$ cat src/rtl/mul_pipe.sv
// Three-stage pipelined signed/unsigned multiplier with MADD/MSUB accumulate,
// valid/ready handshake on both sides, flush and an opaque pass-through tag.
module mul_pipe #(
   parameter int unsigned WIDTH = 32,
   parameter int unsigned TAG_W = 5
) (
   input  logic                 clk,
   input  logic                 resetn,
   input  logic                 flush,
   input  logic                 in_valid,
   output logic                 in_ready,
   input  logic [WIDTH-1:0]     in_a,
   input  logic [WIDTH-1:0]     in_b,
   input  logic                 in_sign,
   input  logic [1:0]           in_mode,
   input  logic [2*WIDTH-1:0]   in_acc,
   input  logic [TAG_W-1:0]     in_tag,
   output logic                 out_valid,
   input  logic                 out_ready,
   output logic [2*WIDTH-1:0]   out_result,
   output logic [TAG_W-1:0]     out_tag
);

   localparam int unsigned H  = WIDTH / 2;
   localparam int unsigned PW = 2 * WIDTH;
   localparam int unsigned MW = WIDTH + 1;

   typedef enum logic [1:0] {
      MODE_MUL  = 2'b00,
      MODE_MADD = 2'b01,
      MODE_MSUB = 2'b10,
      MODE_RSV  = 2'b11
   } mode_e;

   logic              adv;
   logic              accept;
   logic              sign_a;
   logic              sign_b;

   logic              s1_valid_q, s1_valid_d;
   logic [WIDTH-1:0]  s1_abs_a_q, s1_abs_a_d;
   logic [WIDTH-1:0]  s1_abs_b_q, s1_abs_b_d;
   logic              s1_neg_q,   s1_neg_d;
   mode_e             s1_mode_q,  s1_mode_d;
   logic [PW-1:0]     s1_acc_q,   s1_acc_d;
   logic [TAG_W-1:0]  s1_tag_q,   s1_tag_d;

   logic              s2_valid_q, s2_valid_d;
   logic [WIDTH-1:0]  s2_ll_q,    s2_ll_d;
   logic [WIDTH-1:0]  s2_lh_q,    s2_lh_d;
   logic [WIDTH-1:0]  s2_hl_q,    s2_hl_d;
   logic [WIDTH-1:0]  s2_hh_q,    s2_hh_d;
   logic              s2_neg_q,   s2_neg_d;
   mode_e             s2_mode_q,  s2_mode_d;
   logic [PW-1:0]     s2_acc_q,   s2_acc_d;
   logic [TAG_W-1:0]  s2_tag_q,   s2_tag_d;

   logic              out_valid_q,  out_valid_d;
   logic [PW-1:0]     out_result_q, out_result_d;
   logic [TAG_W-1:0]  out_tag_q,    out_tag_d;

   logic [MW-1:0]     mid_c;
   logic [PW-1:0]     p_c;
   logic [PW-1:0]     prod_c;
   logic [PW-1:0]     result_c;

   // Recombine partial products; the cross-term sum keeps its carry bit
   always_comb begin
      mid_c    = MW'(s2_lh_q) + MW'(s2_hl_q);
      p_c      = {s2_hh_q, WIDTH'(0)} + (PW'(mid_c) << H) + PW'(s2_ll_q);
      prod_c   = s2_neg_q ? (~p_c + PW'(1)) : p_c;
      result_c = prod_c;
      case (s2_mode_q)
         MODE_MADD: result_c = s2_acc_q + prod_c;
         MODE_MSUB: result_c = s2_acc_q - prod_c;
         default:   result_c = prod_c;
      endcase
   end

   // Whole pipe moves together unless a presented result is being held
   always_comb begin
      s1_valid_d   = s1_valid_q;
      s1_abs_a_d   = s1_abs_a_q;
      s1_abs_b_d   = s1_abs_b_q;
      s1_neg_d     = s1_neg_q;
      s1_mode_d    = s1_mode_q;
      s1_acc_d     = s1_acc_q;
      s1_tag_d     = s1_tag_q;
      s2_valid_d   = s2_valid_q;
      s2_ll_d      = s2_ll_q;
      s2_lh_d      = s2_lh_q;
      s2_hl_d      = s2_hl_q;
      s2_hh_d      = s2_hh_q;
      s2_neg_d     = s2_neg_q;
      s2_mode_d    = s2_mode_q;
      s2_acc_d     = s2_acc_q;
      s2_tag_d     = s2_tag_q;
      out_valid_d  = out_valid_q;
      out_result_d = out_result_q;
      out_tag_d    = out_tag_q;

      adv    = !(out_valid_q && !out_ready);
      accept = in_valid && adv && !flush;
      sign_a = in_sign & in_a[WIDTH-1];
      sign_b = in_sign & in_b[WIDTH-1];

      if (adv) begin
         s1_valid_d  = accept;
         s1_abs_a_d  = sign_a ? (~in_a + WIDTH'(1)) : in_a;
         s1_abs_b_d  = sign_b ? (~in_b + WIDTH'(1)) : in_b;
         s1_neg_d    = sign_a ^ sign_b;
         s1_mode_d   = mode_e'(in_mode);
         s1_acc_d    = in_acc;
         s1_tag_d    = in_tag;

         s2_valid_d  = s1_valid_q;
         s2_ll_d     = WIDTH'(s1_abs_a_q[H-1:0])     * WIDTH'(s1_abs_b_q[H-1:0]);
         s2_lh_d     = WIDTH'(s1_abs_a_q[H-1:0])     * WIDTH'(s1_abs_b_q[WIDTH-1:H]);
         s2_hl_d     = WIDTH'(s1_abs_a_q[WIDTH-1:H]) * WIDTH'(s1_abs_b_q[H-1:0]);
         s2_hh_d     = WIDTH'(s1_abs_a_q[WIDTH-1:H]) * WIDTH'(s1_abs_b_q[WIDTH-1:H]);
         s2_neg_d    = s1_neg_q;
         s2_mode_d   = s1_mode_q;
         s2_acc_d    = s1_acc_q;
         s2_tag_d    = s1_tag_q;

         out_valid_d = s2_valid_q;
         if (s2_valid_q) begin
            out_result_d = result_c;
            out_tag_d    = s2_tag_q;
         end
      end

      if (flush) begin
         s1_valid_d  = 1'b0;
         s2_valid_d  = 1'b0;
         out_valid_d = 1'b0;
      end
   end

   always_ff @(posedge clk or negedge resetn) begin
      if (!resetn) begin
         s1_valid_q   <= 1'b0;
         s1_abs_a_q   <= '0;
         s1_abs_b_q   <= '0;
         s1_neg_q     <= 1'b0;
         s1_mode_q    <= MODE_MUL;
         s1_acc_q     <= '0;
         s1_tag_q     <= '0;
         s2_valid_q   <= 1'b0;
         s2_ll_q      <= '0;
         s2_lh_q      <= '0;
         s2_hl_q      <= '0;
         s2_hh_q      <= '0;
         s2_neg_q     <= 1'b0;
         s2_mode_q    <= MODE_MUL;
         s2_acc_q     <= '0;
         s2_tag_q     <= '0;
         out_valid_q  <= 1'b0;
         out_result_q <= '0;
         out_tag_q    <= '0;
      end else begin
         s1_valid_q   <= s1_valid_d;
         s1_abs_a_q   <= s1_abs_a_d;
         s1_abs_b_q   <= s1_abs_b_d;
         s1_neg_q     <= s1_neg_d;
         s1_mode_q    <= s1_mode_d;
         s1_acc_q     <= s1_acc_d;
         s1_tag_q     <= s1_tag_d;
         s2_valid_q   <= s2_valid_d;
         s2_ll_q      <= s2_ll_d;
         s2_lh_q      <= s2_lh_d;
         s2_hl_q      <= s2_hl_d;
         s2_hh_q      <= s2_hh_d;
         s2_neg_q     <= s2_neg_d;
         s2_mode_q    <= s2_mode_d;
         s2_acc_q     <= s2_acc_d;
         s2_tag_q     <= s2_tag_d;
         out_valid_q  <= out_valid_d;
         out_result_q <= out_result_d;
         out_tag_q    <= out_tag_d;
      end
   end

   assign in_ready   = adv;
   assign out_valid  = out_valid_q;
   assign out_result = out_result_q;
   assign out_tag    = out_tag_q;

endmodule

$ cat config.mk
export PLATFORM = sky130hd
export DESIGN_NAME = mul_pipe
export DESIGN_NICKNAME = d
export VERILOG_FILES = /design/src/rtl/mul_pipe.sv
export SDC_FILE = /design/constraint.sdc
export NUM_CORES = 2
export LEC_CHECK = 0
export CAP_MARGIN = 10
export CORE_ASPECT_RATIO = 0.5
export CORE_MARGIN = 8
export CORE_UTILIZATION = 58
export CTS_CLUSTER_SIZE = 12
export DETAILED_ROUTE_END_ITERATION = 16
export PLACE_DENSITY = 0.76
export SLEW_MARGIN = 20
export SYNTH_ARGS = -nofsm -noshare
export SYNTH_HDL_FRONTEND = slang
export SYNTH_SLANG_ARGS = --single-unit
$ cat constraint.sdc
create_clock -name clk -period 8.72 [get_ports clk]
set_input_delay 1.744 -clock clk [delete_from_list [all_inputs] [get_ports clk]]
set_output_delay 1.744 -clock clk [all_outputs]
set_load 0.005 [all_outputs]
==> summary.md <==
| Metric | Value |
|---|---|
| Status | `finished with violations` |
| Failing checks | `negative setup slack` |
| Hold buffers post-CTS | `0` |
| Critical path arrival | `about 9400 ps` |
| Worst Hold Class | `reg2reg` |
| Grt total ovfl | `0` |
| Final worst setup slack | `-90.7 ps` |
| Clock Pin Slew Worst Setup and Hold Paths | `approximately 70 ps` |
| IO buf count | `about 210` |
| Share of cells above drive strength 1 | `under 10%` |
| Worst rel slew slack | `24.3%` |
| Post-route clock period utilization | `101%` |
| CTS Sinks | `between 400 and 500` |
| XOR/XNOR Fraction of Synth Area | `5.85%` |
| Clock skew | `31.1 ps` |
| Clock buffer depth | `3` |
| Min Tclk post-route | `~8800 ps` |
| Hold Vio Cnt, Final | `0` |
| Syn Nets | `~8.7k` |
| Main combinational cell family by area after synthesis | `adder cells` |
| Crit-path slowest cell | `or4b_4` |
| Fin. max-slew vios | `0` |
| Post-synthesis mux area share | `less than 1%` |
| Die H | `~240 microns` |
| WL met3 | `18800 microns` |
| DRT iter0 DRCs | `approximately 4.4k` |
| DRT antenna net count | `0` |
| DRC Markers | `0` |
| CTS tree | `built` |
| Slew @ Worst Pin | `about 1100 ps` |
| Top Layer Used | `met5` |
| DR WL/cell | `between 15 and 20 microns` |
| Clock Latency Late Sink | `roughly 650 ps` |
| Crit path buffers/inverters | `4` |
| Root Buffer | `clkbuf_16` |
| TritonRoute pass-1 iters | `7` |
| Die width | `about 470 microns` |
| Via count | `~50k` |
| Worst Reg-to-Reg Cells | `between 40 and 50` |
| Family with the most delay on the worst path | `simple AND/OR/NAND/NOR gates` |
| Pin count of the biggest net entering global routing | `142` |
| Vias in the first global route | `50.8k` |
| Worst endpoint required time | `between 9000 and 10000 ps` |
| Initial antenna violation count | `5` |
| Critical path peak fanout | `4` |
| CP startpoint | `s2_lh_q[0]` |
| RSZ-0062 raised after global routing | `yes` |
| Setup violators final | `3` |
| Setup Crit Path Kind | `reg2reg` |
| Post-synthesis compound-gate area fraction | `between 10% and 20%` |
| Met1 WL | `approximately 75000 microns` |
| Routed wl met2 | `72200 microns` |
| Min-Delay Path Depth | `2` |
| Total routed wirelength | `about 170000 microns` |
| Area grow syn2layout | `12.9%` |
| CTS buffer count | `45` |
| Post-synthesis adder-cell area fraction | `approximately 38%` |
| Number of flops mapped to enable cells by yosys | `0` |
| Initial Util | `58.4%` |
| Nets | `approximately 9.0k` |
| Ys flop type | `dfrtp_1` |
| DP HPWL | `132000 microns` |
| Yosys cell types | `87` |
| Highest clock rate | `between 0.1 and 0.15 GHz` |
| Max-cap violations | `0` |
| Core Region | `102000 sq um` |
| Mapped Area | `between 50000 and 60000 sq um` |
| Placed cell count | `8787` |
| Critical Path Sink Type | `flip-flop` |
| FF+latch count, synth | `408` |
| Worst path max stage delay | `~560 ps` |
| Post-synthesis area per instance | `around 8.3 sq um` |
| HP Start | `s1_tag_q[0]` |
| Via/cell ratio | `~5.7` |
| Final GP Congestion | `roughly 0.94` |
| Count of warnings emitted by yosys | `0` |
| R2R Path Start | `s2_lh_q[0]` |
| Final Non-Filler Cells | `8891` |
| Synth Instances | `a little over 7k` |
| Row cnt | `just over 80` |
| Global-route wire length before repair | `276000 microns` |
| Kind of start point of the critical path | `flip-flop` |
| Die Area | `114000 sq um` |
| Simple-Gate Fraction of Synth Area | `about 20%` |
| Async SR Flop Fraction | `100%` |
| CP Depth | `between 40 and 50` |
| Sequential fraction of the synthesis area | `between 10% and 20%` |
| Io pins | `roughly 210` |
| H-tree levels | `2` |
| Total track usage | `just under 30%` |
## kinds of logic (layout without fill, tap and decap cells)
group,after synthesis,count (layout)
buf+inv,1342,1678
flops,408,408
xor+xnor,399,399
compound gates,1045,1045
mux,19,19
fa+ha+maj,1329,1329
simple gates,2648,2648
other cells,0,5
## placed cells by master, fill, tap and decap left out, drive strengths merged, types with 40 or more instances in the layout
cell type / instances
a21o: 73
a21oi: 363
and2: 412
and3: 45
buf: 406
clkbuf: 56
clkdlybuf4s50: 210
dfrtp: 408
fa: 779
ha: 550
inv: 996
nand2: 1474
nand3: 73
nor2: 343
nor3: 80
o21ai: 277
o21bai: 45
o31ai: 40
or3: 42
xnor2: 241
xor2: 158
## per-stage QoR
stage               instance area [sq um]  util [%]  TNS (ps)  setup slack, ps  hold WS, ps
global route                        67500      65.9     -5240             -497          487
finish                              67500      65.9      -148            -90.7          468
floorplan                           59900         -         0            0.171          439
detailed placement                  65300      63.8     -2320             -409          454
CTS                                 67000      65.4      -144            -53.4          469
global placement                    65300      63.8      -847             -272          450
## area by class of cell
type                            count  area (sq um)
Clock buffer                       56          1230
Sequential cell                   408         10200
Tap cell                         1360          1700
Clock inverter                     13           191
Inverter                          993          3730
Antenna cell                        5          12.5
Fill cell                        8391         34900
Multi-Input combinational cell   5440         45200
Timing Repair Buffer              616          5240
## Yosys cell counts, types with 12 or more instances
cell type     n  area (sq um)
nor4_1       17           106
ha_1        550          6880
o31ai_1      39           293
clkbuf_1    334          1250
or4_1        16           120
or3_1        42           263
a211oi_1     24           180
o21a_1       36           270
nand3_1      73           365
a211o_1      14           123
o21bai_1     45           338
o41ai_1      14           123
o211ai_1     23           173
a21oi_1     363          1820
or2_2        22           138
o21ai_0     273          1370
nor3_1       80           400
inv_1       991          3720
and2_1      411          2570
nor2b_1      26           163
nor2_1      343          1290
a21boi_0     12          90.1
nand2b_1     38           238
fa_1        779         15600
nand4_1      20           125
a31oi_1      38           238
dfrtp_1     408         10200
a21o_1       73           548
and3_1       45           282
xnor2_1     240          2100
nand2_1    1474          5530
xor2_1      158          1380
## tightest hold or removal path, stage by stage, from the launching register on
cell	delay, ps
dfrtp_1	340
nand2_1	50
nand2_1	50
## metal layers
| layer | track usage, % | up-vias |
|---|---|---|
| li1 | - | 23399 |
| met1 | 42.1 | 24772 |
| met2 | 45.0 | 2143 |
| met3 | 8.47 | 394 |
| met4 | 7.21 | 8 |
| met5 | 0 | - |
## state kept, by name, indices dropped and copies added, names as in the netlist, 32 cells and up
signal / cells
out_result: 64
s1_abs_a_q: 32
s1_abs_b_q: 32
s1_acc_q: 64
s2_acc_q: 64
s2_hh_q: 32
s2_hl_q: 32
s2_lh_q: 32
s2_ll_q: 32
## final timing paths
kind	slack, ps	endpoint
min reg2reg	470	s1_tag_q[0]
min in group asynchronous	1060	s1_acc_q[52]
min	470	s1_tag_q[0]
max reg2reg	-90	out_result[63]
max	-90	out_result[63]
max in group asynchronous	6310	s1_abs_a_q[3]
## timing repair
item,CTS,global route
endpoints found under the hold margin,0,0
setup endpoints to repair,12,18
gates resized for setup,36,96
pin swaps,45,72
cloned,0,0
buffers inserted,18,12
Power is not shown: default switching activity piles up to over one toggle a cycle in this logic, so the estimate is an artifact.
